`src/rtl/instr_fetch_unit.sv`:
```
// Instruction fetch stage: owns the program counter, issues one word-aligned
// request at a time to instruction memory and holds the returned word until
// the execute side consumes it. The next PC is chosen when the word is consumed.
module instr_fetch_unit #(
  parameter int unsigned          XLEN     = 32,
  parameter logic [XLEN-1:0]      RESET_PC = 32'h0000_0000
) (
  input  logic            clk,
  input  logic            rst_n,
  output logic            imem_req_valid,
  output logic [XLEN-1:0] imem_req_addr,
  input  logic            imem_req_ready,
  input  logic            imem_rsp_valid,
  input  logic [31:0]     imem_rsp_data,
  output logic            instr_valid,
  input  logic            instr_ready,
  output logic [31:0]     instr,
  output logic [6:0]      op,
  output logic [XLEN-1:0] pc,
  output logic [XLEN-1:0] pc_plus4,
  input  logic            pc_src,
  input  logic [XLEN-1:0] pc_target,
  output logic            misalign,
  output logic [31:0]     retired_cnt
);

  localparam logic [31:0]     NOP_INSTR = 32'h0000_0013;
  localparam logic [XLEN-1:0] PC_STEP   = XLEN'(4);

  typedef enum logic [1:0] {
    IDLE = 2'd0,
    REQ  = 2'd1,
    WAIT = 2'd2,
    HOLD = 2'd3
  } state_t;

  state_t          state_r;
  logic [XLEN-1:0] pc_r;
  logic [31:0]     instr_r;
  logic            instr_valid_r;
  logic            req_valid_r;
  logic            misalign_r;
  logic [31:0]     retired_cnt_r;

  logic [XLEN-1:0] pc_plus4_s;
  logic [XLEN-1:0] next_pc_s;
  logic            misalign_hit_s;

  assign pc_plus4_s     = pc_r + PC_STEP;
  assign imem_req_valid = req_valid_r;
  assign imem_req_addr  = pc_r;
  assign instr_valid    = instr_valid_r;
  assign instr          = instr_r;
  assign op             = instr_r[6:0];
  assign pc             = pc_r;
  assign pc_plus4       = pc_plus4_s;
  assign misalign       = misalign_r;
  assign retired_cnt    = retired_cnt_r;

  // Next PC on consume: aligned redirect target when taken, otherwise pc+4.
  always_comb begin
    next_pc_s      = pc_plus4_s;
    misalign_hit_s = 1'b0;
    if (pc_src) begin
      next_pc_s      = {pc_target[XLEN-1:2], 2'b00};
      misalign_hit_s = (pc_target[1:0] != 2'b00);
    end else begin
      next_pc_s      = pc_plus4_s;
      misalign_hit_s = 1'b0;
    end
  end

  // Fetch FSM with all architectural state and handshake outputs registered.
  always_ff @(posedge clk or negedge rst_n) begin
    if (!rst_n) begin
      state_r       <= IDLE;
      pc_r          <= RESET_PC;
      instr_r       <= NOP_INSTR;
      instr_valid_r <= 1'b0;
      req_valid_r   <= 1'b0;
      misalign_r    <= 1'b0;
      retired_cnt_r <= 32'd0;
    end else begin
      case (state_r)
        IDLE: begin
          state_r     <= REQ;
          req_valid_r <= 1'b1;
        end
        REQ: begin
          // Address is pc_r, which cannot change here, so it stays stable.
          if (req_valid_r && imem_req_ready) begin
            state_r     <= WAIT;
            req_valid_r <= 1'b0;
          end
        end
        WAIT: begin
          if (imem_rsp_valid) begin
            instr_r       <= imem_rsp_data;
            instr_valid_r <= 1'b1;
            state_r       <= HOLD;
          end
        end
        HOLD: begin
          if (instr_ready) begin
            pc_r          <= next_pc_s;
            retired_cnt_r <= retired_cnt_r + 32'd1;
            misalign_r    <= misalign_r | misalign_hit_s;
            instr_valid_r <= 1'b0;
            req_valid_r   <= 1'b1;
            state_r       <= REQ;
          end
        end
        default: begin
          state_r       <= IDLE;
          instr_valid_r <= 1'b0;
          req_valid_r   <= 1'b0;
        end
      endcase
    end
  end

endmodule

```
`config.mk`:
```
export PLATFORM = sky130hd
export DESIGN_NAME = instr_fetch_unit
export DESIGN_NICKNAME = d
export VERILOG_FILES = /design/src/rtl/instr_fetch_unit.sv
export SDC_FILE = /design/constraint.sdc
export NUM_CORES = 1
export LEC_CHECK = 0
export CAP_MARGIN = 20
export CORE_MARGIN = 5
export CORE_UTILIZATION = 38
export DETAILED_ROUTE_END_ITERATION = 7
export HOLD_SLACK_MARGIN = 0.1
export PLACE_DENSITY = 0.88
export REMOVE_ABC_BUFFERS = 1
export SETUP_SLACK_MARGIN = 0.2
export SYNTH_ARGS = -nofsm -noshare
export SYNTH_HDL_FRONTEND = slang
export SYNTH_SLANG_ARGS = --single-unit
export TNS_END_PERCENT = 20
```
`constraint.sdc`:
```
create_clock -name clk -period 2.8 [get_ports clk]
set_clock_uncertainty 0.15 [all_clocks]
set_input_delay 0.84 -clock clk [delete_from_list [all_inputs] [get_ports clk]]
set_output_delay 0.84 -clock clk [all_outputs]
set_load 0.05 [all_outputs]
```
Word-level counts from Yosys, hierarchy flattened
Cells that the tools add are included.
{"block": "op_classes", "addsub": 2, "n_mul": 0, "div": 0, "n_lt_le_gt_ge": 0, "n_eq_ne": 6, "shifts": 0, "n_mux": 12, "bitwise": 1, "n_reduce_logical": 10}
{"op": "adder 32 x 1 -> 32 bit, second input constant", "n": 1}
{"op": "adder 32 x 3 -> 32 bit, second input constant", "n": 1}
{"op": "two-way mux 32 bit", "n": 1}
{"op": "AND reduction 3 bit", "n": 3}
{"op": "case mux 2 bit (4 select lines)", "n": 1}
{"op": "two-way mux 2 bit", "n": 3}
{"op": "!= test 2 bit, second input constant", "n": 3}
{"op": "two-way mux 1 bit", "n": 5}
{"op": "== test 2 bit, second input constant", "n": 2}
{"op": "AND reduction 2 bit", "n": 2}
{"op": "nonzero test 2 bit", "n": 2}
{"op": "case mux 1 bit (3 select lines)", "n": 1}
{"op": "nonzero test 3 bit", "n": 1}
{"op": "== test 2 x 1 -> 1 bit, second input constant", "n": 1}
{"op": "zero test 2 bit", "n": 1}
{"op": "case mux 1 bit (2 select lines)", "n": 1}
{"op": "logical AND 1 bit", "n": 1}
{"op": "bitwise OR 1 bit", "n": 1}
{"block": "totals", "regBits": 101, "latchBits": 0, "mem_bits_rw": 0, "romBits": 0, "input_bits": 70, "out_inout_bits": 170, "elab_cells": 38, "mem_count": 0}

Longest topological paths before layout
Gate-level depths: netlist (run 1).
{"block": "logic_depth", "word_depth": 3, "ltp_mapped": 7, "mapped_depth_nobuf": 6}

Worst setup path before layout (run 1)
No wires, ideal clock.
{"block": "synth_path", "path_kind": "register to output", "startpoint": "register pc_r[14], in the netlist imem_req_addr[14]", "endpoint": "output port pc_plus4[22]", "t_arrival_ns": 2.933, "t_required_ns": 1.810, "path_slack_ns": -1.123, "path_stages_with_launch": 7, "n_path_buf": 2, "cell_sequence": "dfrtp_1 -> buf_4 -> nand4_1 -> or3_2 -> buf_4 -> nor4_1 -> xor2_1"}
{"block": "synth_between", "elab_chain_len": 1}
{"element": "from (decl)", "line": "38", "source": "logic [XLEN-1:0] pc_r;"}
{"element": "from (signal assigned)", "line": "105", "source": "pc_r <= next_pc_s;"}
{"element": "adder 32 x 3 -> 32 bit", "line": "49", "source": "assign pc_plus4_s = pc_r + PC_STEP;"}
{"element": "to (decl)", "line": "20", "source": "output logic [XLEN-1:0] pc_plus4,"}
No other way between the ends.

Worst setup path in the final report (run 1)
{"block": "layout_path", "startpoint": "register pc_r[3], in the netlist imem_req_addr[3]", "endpoint": "output port pc_plus4[22]"}
The elaborated chain is that of the path after synthesis.

==> impl_metrics.csv, run 1 <==
group,metric,value,unit
route,via_count,5396,
timing,grt_setup_unrepaired,"yes",
synth,synth-edff-count,0,
timing,fin_crit_sh,1.147,
placement,hpwlAfterDp,13040,µm
floorplanning,fp.dieW,129.4,µm
synth,async_flop_share,1.000,
global_route,track_usage,0.2173,
setup_path,cp_max_fo,4,
pwr,swShare,0.5238,
setup_path,endpoint_kind,"output port",
route,wl_per_cell,19.45,µm
setup_path,critPathMaxStageDelay,0.44,ns
route,via_per_inst,5.343,
setup_path,crit_family,"buffers and inverters",
global_route,antenna_found_initial,0,
timing,max_slew_margin,0.5200,
floorplanning,core_area,13930,µm²
route,drt-total-wl,19640,µm
synth,syn_area,5415,µm²
timing,final_max_slew_viol_count,0,
flow_run,maxCapViolCount,0,
setup_path,start_kind,"flip-flop",
setup_path,worstPathCellList,"ha_4, nand4_1, buf_4, nor4_4, buf_4, xor2_2, buf_12",
synth,syn_inst,536,
global_route,grt_pass1_vias,5457,
floorplanning,dieArea,16740,µm²
pwr,ir_drop,0.001033,V
route,drtIter0Drc,371,
synth,synth.area.top_cells,"dfrtp_1 44%, mux2_2 6.9%, xnor2_1 6.8%, buf_4 6.5%, nand3_1 3.8%",
final_layout,fill_cells,962,
timing,tightestPinTransition,0.7134,ns
min_path,hold_class,"input pin to asynchronous set/reset pin",
pwr,combPwrFrac,0.695,
synth,synth_ff_type,"dfrtp_1",
setup_path,crit_top_cell,"buf_4",
synth,synthDistinctLibCells,54,
setup_path,path_buf_inv,3,
final_layout,utilization,0.6944,
final_layout,multi_input_area,2999,µm²
timing,setup_viol,23,
route,dr.pass1.iters,5,
synth,synth_top_cell_area_share,0.4436,
pwr,total_leakage_power,4.768,nW
timing,fmax,311.3,MHz
route,drtAntennaViolNets,0,
clock_tree,cts_root_buffer,"clkbuf_16",
setup_path,cp_slowest_cell,"dfrtp_1",
synth,syn_area_per_cell,10.10,µm²
floorplanning,dieHeight,129.4,µm
placement,dp_slack,-0.2651,ns
timing,tns,-6.062,ns
setup_path,crit_type,"flip-flop to output port",
timing,min_period,3.212,ns
pwr,seqPwrFrac,0.193,
setup_path,cp_data_arrival_time,2.22,ns
final_layout,seq_area,2482,µm²
global_route,grt_overflow,0,
pwr,p_per_area,1267,nW/µm²
floorplanning,std_cell_rows,43,
final_layout,antenna_cells,0,
floorplanning,ios,240,
setup_path,cp.required,1.81,ns
placement,io_buffers,233,
clock_tree,htree_levels,3,
outcome,outcome,"finished, violations left",
floorplanning,initial_core_util,0.3886,
synth,ys_seq_area_frac,0.4582,
pwr,clkPwrFrac,0.112,
clock_tree,clk_latency,0.35,ns
synth,yosysTopAreaCell,"dfrtp_1",
clock_tree,cts.sinks,99,
synth,ys_seq_elements,99,
outcome,violations,"setup timing",
synth,yosysWarningCount,0,
route,drc,0,
clock_tree,cts_tree,"done",
clock_tree,numCtsBuffers,9,
global_route,grt_pass1_wl,28660,µm
pwr,p_sw,6.422,mW
final_layout,synthToLayoutAreaGrowth,78.70,%
placement,globalplace.congestion,0.8331,
clock_tree,clk_pin_slew,0.07,ns
timing,timing_hold_violations_final,0,
pwr,p_int,5.837,mW
global_route,grt_start_max_net_pins,47,
timing,setup_slack,-0.4121,ns
final_layout,drive_above_1_share,0.3084,
clock_tree,clockBufferDepth,2,
final_layout,final_nets,901,
-- repair_timing --
action                     in CTS  in global routing
resized for setup             112                 90
setup endpoints to repair     110                 75
gates cloned                    0                  1
buffers inserted               19                 12
hold buffers                    0                  0
pin swaps                      15                 29
-- sequential cells by signal (all words and copies together), names as in the netlist --
signal          cells
imem_req_addr      30
instr_valid         1
retired_cnt        32
imem_req_valid      1
misalign            1
instr              32
state_r             2
-- logic make-up after synthesis --
| family | synth area share |
|---|---|
| xor+xnor | 0.09542 |
| mux | 0.08711 |
| flops | 0.4582 |
| buf+inv | 0.09150 |
| other cells | 0.0006925 |
| compound gates | 0.08342 |
| simple gates | 0.1698 |
| fa+ha+maj | 0.01386 |
-- power by group through the flow --
stage / Sequential [mW] / Combinational [mW] / Clock [mW]
after floorplan: 5.11 / 1.97 / 0
after global placement: 2.30 / 8.10 / 0
after detailed placement: 2.35 / 8.20 / 0
after CTS: 2.33 / 8.33 / 1.42
after global routing: 2.42 / 8.84 / 1.48
final: 2.36 / 8.52 / 1.38
-- final cells by class --
type / instances / share of cell area
sequential: 99 / 0.2565
tap: 180 / 0.02327
clock buffer: 11 / 0.02508
inverter: 13 / 0.005043
clock inverter: 5 / 0.008792
timing repair buffer: 340 / 0.3713
multi-input combinational: 362 / 0.3099
-- cells in the final DEF, fill, tap and decap left out, types with 8 or more instances in the layout --
cell type / n
clkbuf_16: 13
nand3_1: 38
dfrtp_1: 95
mux2_2: 33
nor2_1: 17
xnor2_1: 30
xnor2_2: 9
clkdlybuf4s50_1: 109
mux2i_1: 10
a31oi_1: 8
dlymetal6s2s_1: 45
buf_6: 10
o21ai_0: 18
buf_12: 30
xor2_2: 10
inv_1: 13
a21oi_1: 12
buf_4: 92
nand2_1: 40
dlygate4sd2_1: 44
nand4_1: 11
nor3_1: 13
-- cell usage after synthesis, drive strengths merged (6+ instances only) --
library cell	instances
nand3	42
nor2	21
nand4	11
a2bb2oi	6
ha	6
xor2	17
buf	53
dfrtp	96
nor3	19
o21ai	18
mux2	33
a31oi	8
nor4	13
inv	13
xnor2	42
a21oi	12
mux2i	10
clkbuf	15
nand2	43
-- per-layer routing --
metal / up-vias / global-route usage / wire, µm
met1: 2650 / 0.2613 / 7351
met2: 279 / 0.3787 / 10030
met4: 0 / 0.08030 / 787
li1: 2406 / - / -
met5: - / 0 / 0
met3: 61 / 0.05194 / 1474
-- through the flow --
step                area (µm²)  cells  total power, mW  hold WS (ns)
floorplan                 4987    473            7.084        0.3944
global placement          8438    962            10.40        0.3122
detailed placement        8438    962            10.55        0.3275
CTS                       9236    997            12.08        0.3027
global route              9677   1010            12.75        0.3227
finish                    9677   1010            12.26        0.3113
-- path summary, 6_finish.rpt --
path                                               startpoint                       endpoint  slack (ns)  depth (start not counted)
worst min-delay path                                    rst_n    retired_cnt[21]$_DFFE_PN0P_        0.31                          1
max in group asynchronous                               rst_n   imem_req_addr[4]$_DFFE_PN0P_        1.46                          2
worst max-delay path             imem_req_addr[3]$_DFFE_PN0P_                   pc_plus4[22]       -0.41                          7
worst max register to register  imem_req_addr[11]$_DFFE_PN0P_  imem_req_addr[26]$_DFFE_PN0P_        0.40                          7
min in group clk                         misalign$_DFFE_PN0P_           misalign$_DFFE_PN0P_        0.34                          1
worst min register to register           misalign$_DFFE_PN0P_           misalign$_DFFE_PN0P_        0.34                          1
No activity file was read; power rests on OpenSTA's default activity.
==> inputs of run 2 (changes only) <==
--- a/config.mk
+++ b/config.mk
@@ -6,6 +6,7 @@
 export NUM_CORES = 1
 export LEC_CHECK = 0
 export CAP_MARGIN = 20
+export CORE_ASPECT_RATIO = 0.8
 export CORE_MARGIN = 5
 export CORE_UTILIZATION = 38
 export DETAILED_ROUTE_END_ITERATION = 7
@@ -13,6 +14,7 @@
 export PLACE_DENSITY = 0.88
 export REMOVE_ABC_BUFFERS = 1
 export SETUP_SLACK_MARGIN = 0.2
+export SLEW_MARGIN = 20
 export SYNTH_ARGS = -nofsm -noshare
 export SYNTH_HDL_FRONTEND = slang
 export SYNTH_SLANG_ARGS = --single-unit
==> impl_metrics.csv, run 2 (synthesis results as in run 1) <==
group,metric,value,unit
setup_path,critPathMaxStageDelay,0.45,ns
timing,timing_hold_violations_final,0,
setup_path,worstPathCellList,"ha_4, nand4_1, buf_6, nor4_2, buf_4, xnor2_1, bufbuf_16",
timing,final_max_slew_viol_count,0,
pwr,p_per_area,1271,nW/µm²
final_layout,synthToLayoutAreaGrowth,73.64,%
timing,fmax,319.9,MHz
setup_path,crit_type,"flip-flop to output port",
final_layout,antenna_cells,0,
timing,setup_viol,22,
setup_path,r2r_end,"retired_cnt[31]$_DFFE_PN0P_",
floorplanning,fp.dieW,143.5,µm
placement,placed_area,8448,µm²
min_path,hold_class,"flip-flop to flip-flop",
timing,min_period,3.126,ns
route,wl_per_cell,18.68,µm
placement,io_buffers,233,
setup_path,worstSetupStartpoint,"imem_req_addr[2]$_DFFE_PN0P_",
final_layout,final_cell_mix,"108 x clkdlybuf4s50_1, 94 x dfrtp_1, 79 x buf_4, 74 x dlygate4sd2_1, 40 x nand2_1",
final_layout,fin_area,9403,µm²
clock_tree,clk_pin_slew,0.07,ns
floorplanning,dieArea,16750,µm²
setup_path,path_buf_inv,3,
outcome,violations,"setup timing",
placement,hpwlAfterDp,12820,µm
timing,grt_setup_unrepaired,"yes",
route,dr.pass1.iters,4,
placement,placed_cells,965,
floorplanning,dieHeight,116.8,µm
route,drtAntennaViolNets,0,
pwr,ir_drop,0.0009130,V
floorplanning,std_cell_rows,39,
timing,max_slew_margin,0.5264,
setup_path,cp_slowest_cell,"dfrtp_2",
global_route,use_met1,0.2459,
setup_path,cp.required,1.81,ns
outcome,outcome,"finished, violations left",
global_route,grt_overflow,0,
setup_path,reg2reg_slack,0.47,ns
floorplanning,core_area,14150,µm²
setup_path,cp_max_fo,5,
route,via_per_inst,5.151,
setup_path,start_kind,"flip-flop",
setup_path,cp_num_cells,7,
clock_tree,cts_hold_buf,0,
setup_path,setup.worst_path.end,"pc_plus4[28]",
route,drt-total-wl,18660,µm
global_route,track_usage,0.2000,
final_layout,final_common_cell,"clkdlybuf4s50_1",
clock_tree,clk_latency,0.34,ns
flow_run,maxCapViolCount,0,
clock_tree,cts_tree,"done",
setup_path,r2r_start,"retired_cnt[12]$_DFFE_PN0P_",
final_layout,fin_cells,999,
global_route,grt_use_met2,0.3647,
route,drc,0,
setup_path,endpoint_kind,"output port",
route,via_count,5146,
global_route,grt_start_max_net_pins,50,
route,drtIter0Drc,235,
clock_tree,numCtsBuffers,9,
final_layout,final_nets,886,
global_route,use_met3,0.04874,
final_layout,drive_above_1_share,0.3006,
clock_tree,htree_levels,3,
timing,setup_slack,-0.3258,ns
timing,fin_crit_sh,1.116,
timing,whs,0.3423,ns
timing,tightestPinTransition,0.7039,ns
clock_tree,clockBufferDepth,2,
global_route,grt_pass1_vias,5119,
floorplanning,ios,240,
placement,globalplace.congestion,0.8182,
clock_tree,cts.sinks,99,
setup_path,crit_family,"buffers and inverters",
global_route,antenna_found_initial,0,
clock_tree,cts_root_buffer,"clkbuf_16",
floorplanning,initial_core_util,0.3827,
setup_path,cp_data_arrival_time,2.14,ns
pwr,total_leakage_power,4.399,nW
global_route,grt-busiest-layer,"met2",
global_route,grt_pass1_wl,26730,µm
setup_path,r2r.worst_path.cells,5,
==> run 2: worst register-to-register path: stages (launching register included) <==
cell and delay (ns):
dfrtp_1 0.47, nand4_1 0.20, or3_1 0.41, nor4_1 0.61
nand4_1 0.21, xnor2_1 0.16
==> run 2: area by class of cell <==
cell class	instances	area (µm²)
multi-input cells	362	2987
well taps	184	230.2
fillers	1044	4748
repair buffers	325	3361
flip-flops and latches	99	2484
clock buffers	9	225.2
inverters	13	48.80
clock inverters	7	67.56
==> run 2: routing by layer <==
layer / up-vias / share of wire / routed length (µm)
met5: - / 0 / 0
li1: 2386 / - / -
met4: 0 / 0.011 / 202
met3: 23 / 0.070 / 1309
met2: 193 / 0.54 / 9983
met1: 2544 / 0.38 / 7164
==> run 2: power breakdown <==
| group | internal [mW] | switching (mW) |
|---|---|---|
| logic | 3.01 | 5.37 |
| registers | 1.96 | 0.399 |
| clock network | 0.627 | 0.592 |
| total | 5.59 | 6.36 |
==> run 2: timing repair <==
action / 4_1_cts / 5_1_grt
setup endpoints to repair: 103 / 43
pin swaps: 13 / 17
setup buffers: 9 / 8
gates cloned: 0 / 1
gates resized for setup: 133 / 67
==> run 2: how the worst min path moves through the flow <==
stage | from | slack (ns) | to | cells after the start
after floorplan | rst_n | 0.39 | imem_req_addr[10]$_DFFE_PN0P_ | 0
after global placement | misalign$_DFFE_PN0P_ | 0.31 | misalign$_DFFE_PN0P_ | 1
after detailed placement | misalign$_DFFE_PN0P_ | 0.33 | misalign$_DFFE_PN0P_ | 1
after CTS | misalign$_DFFE_PN0P_ | 0.35 | misalign$_DFFE_PN0P_ | 1
after global routing | retired_cnt[5]$_DFFE_PN0P_ | 0.36 | retired_cnt[5]$_DFFE_PN0P_ | 1
final | retired_cnt[5]$_DFFE_PN0P_ | 0.34 | retired_cnt[5]$_DFFE_PN0P_ | 1
==> run 2: per-stage QoR <==
step / util / power (mW) / setup slack, ns / setup TNS [ns]
after global routing: 0.6645 / 12.45 / -0.4127 / -7.200
final: 0.6645 / 11.95 / -0.3258 / -5.176
after CTS: 0.6385 / 11.73 / -0.3153 / -4.624
after global placement: 0.5970 / 10.46 / -0.1411 / -1.217
after detailed placement: 0.5970 / 10.59 / -0.2337 / -1.751
after floorplan: - / 7.084 / -1.364 / -28.88
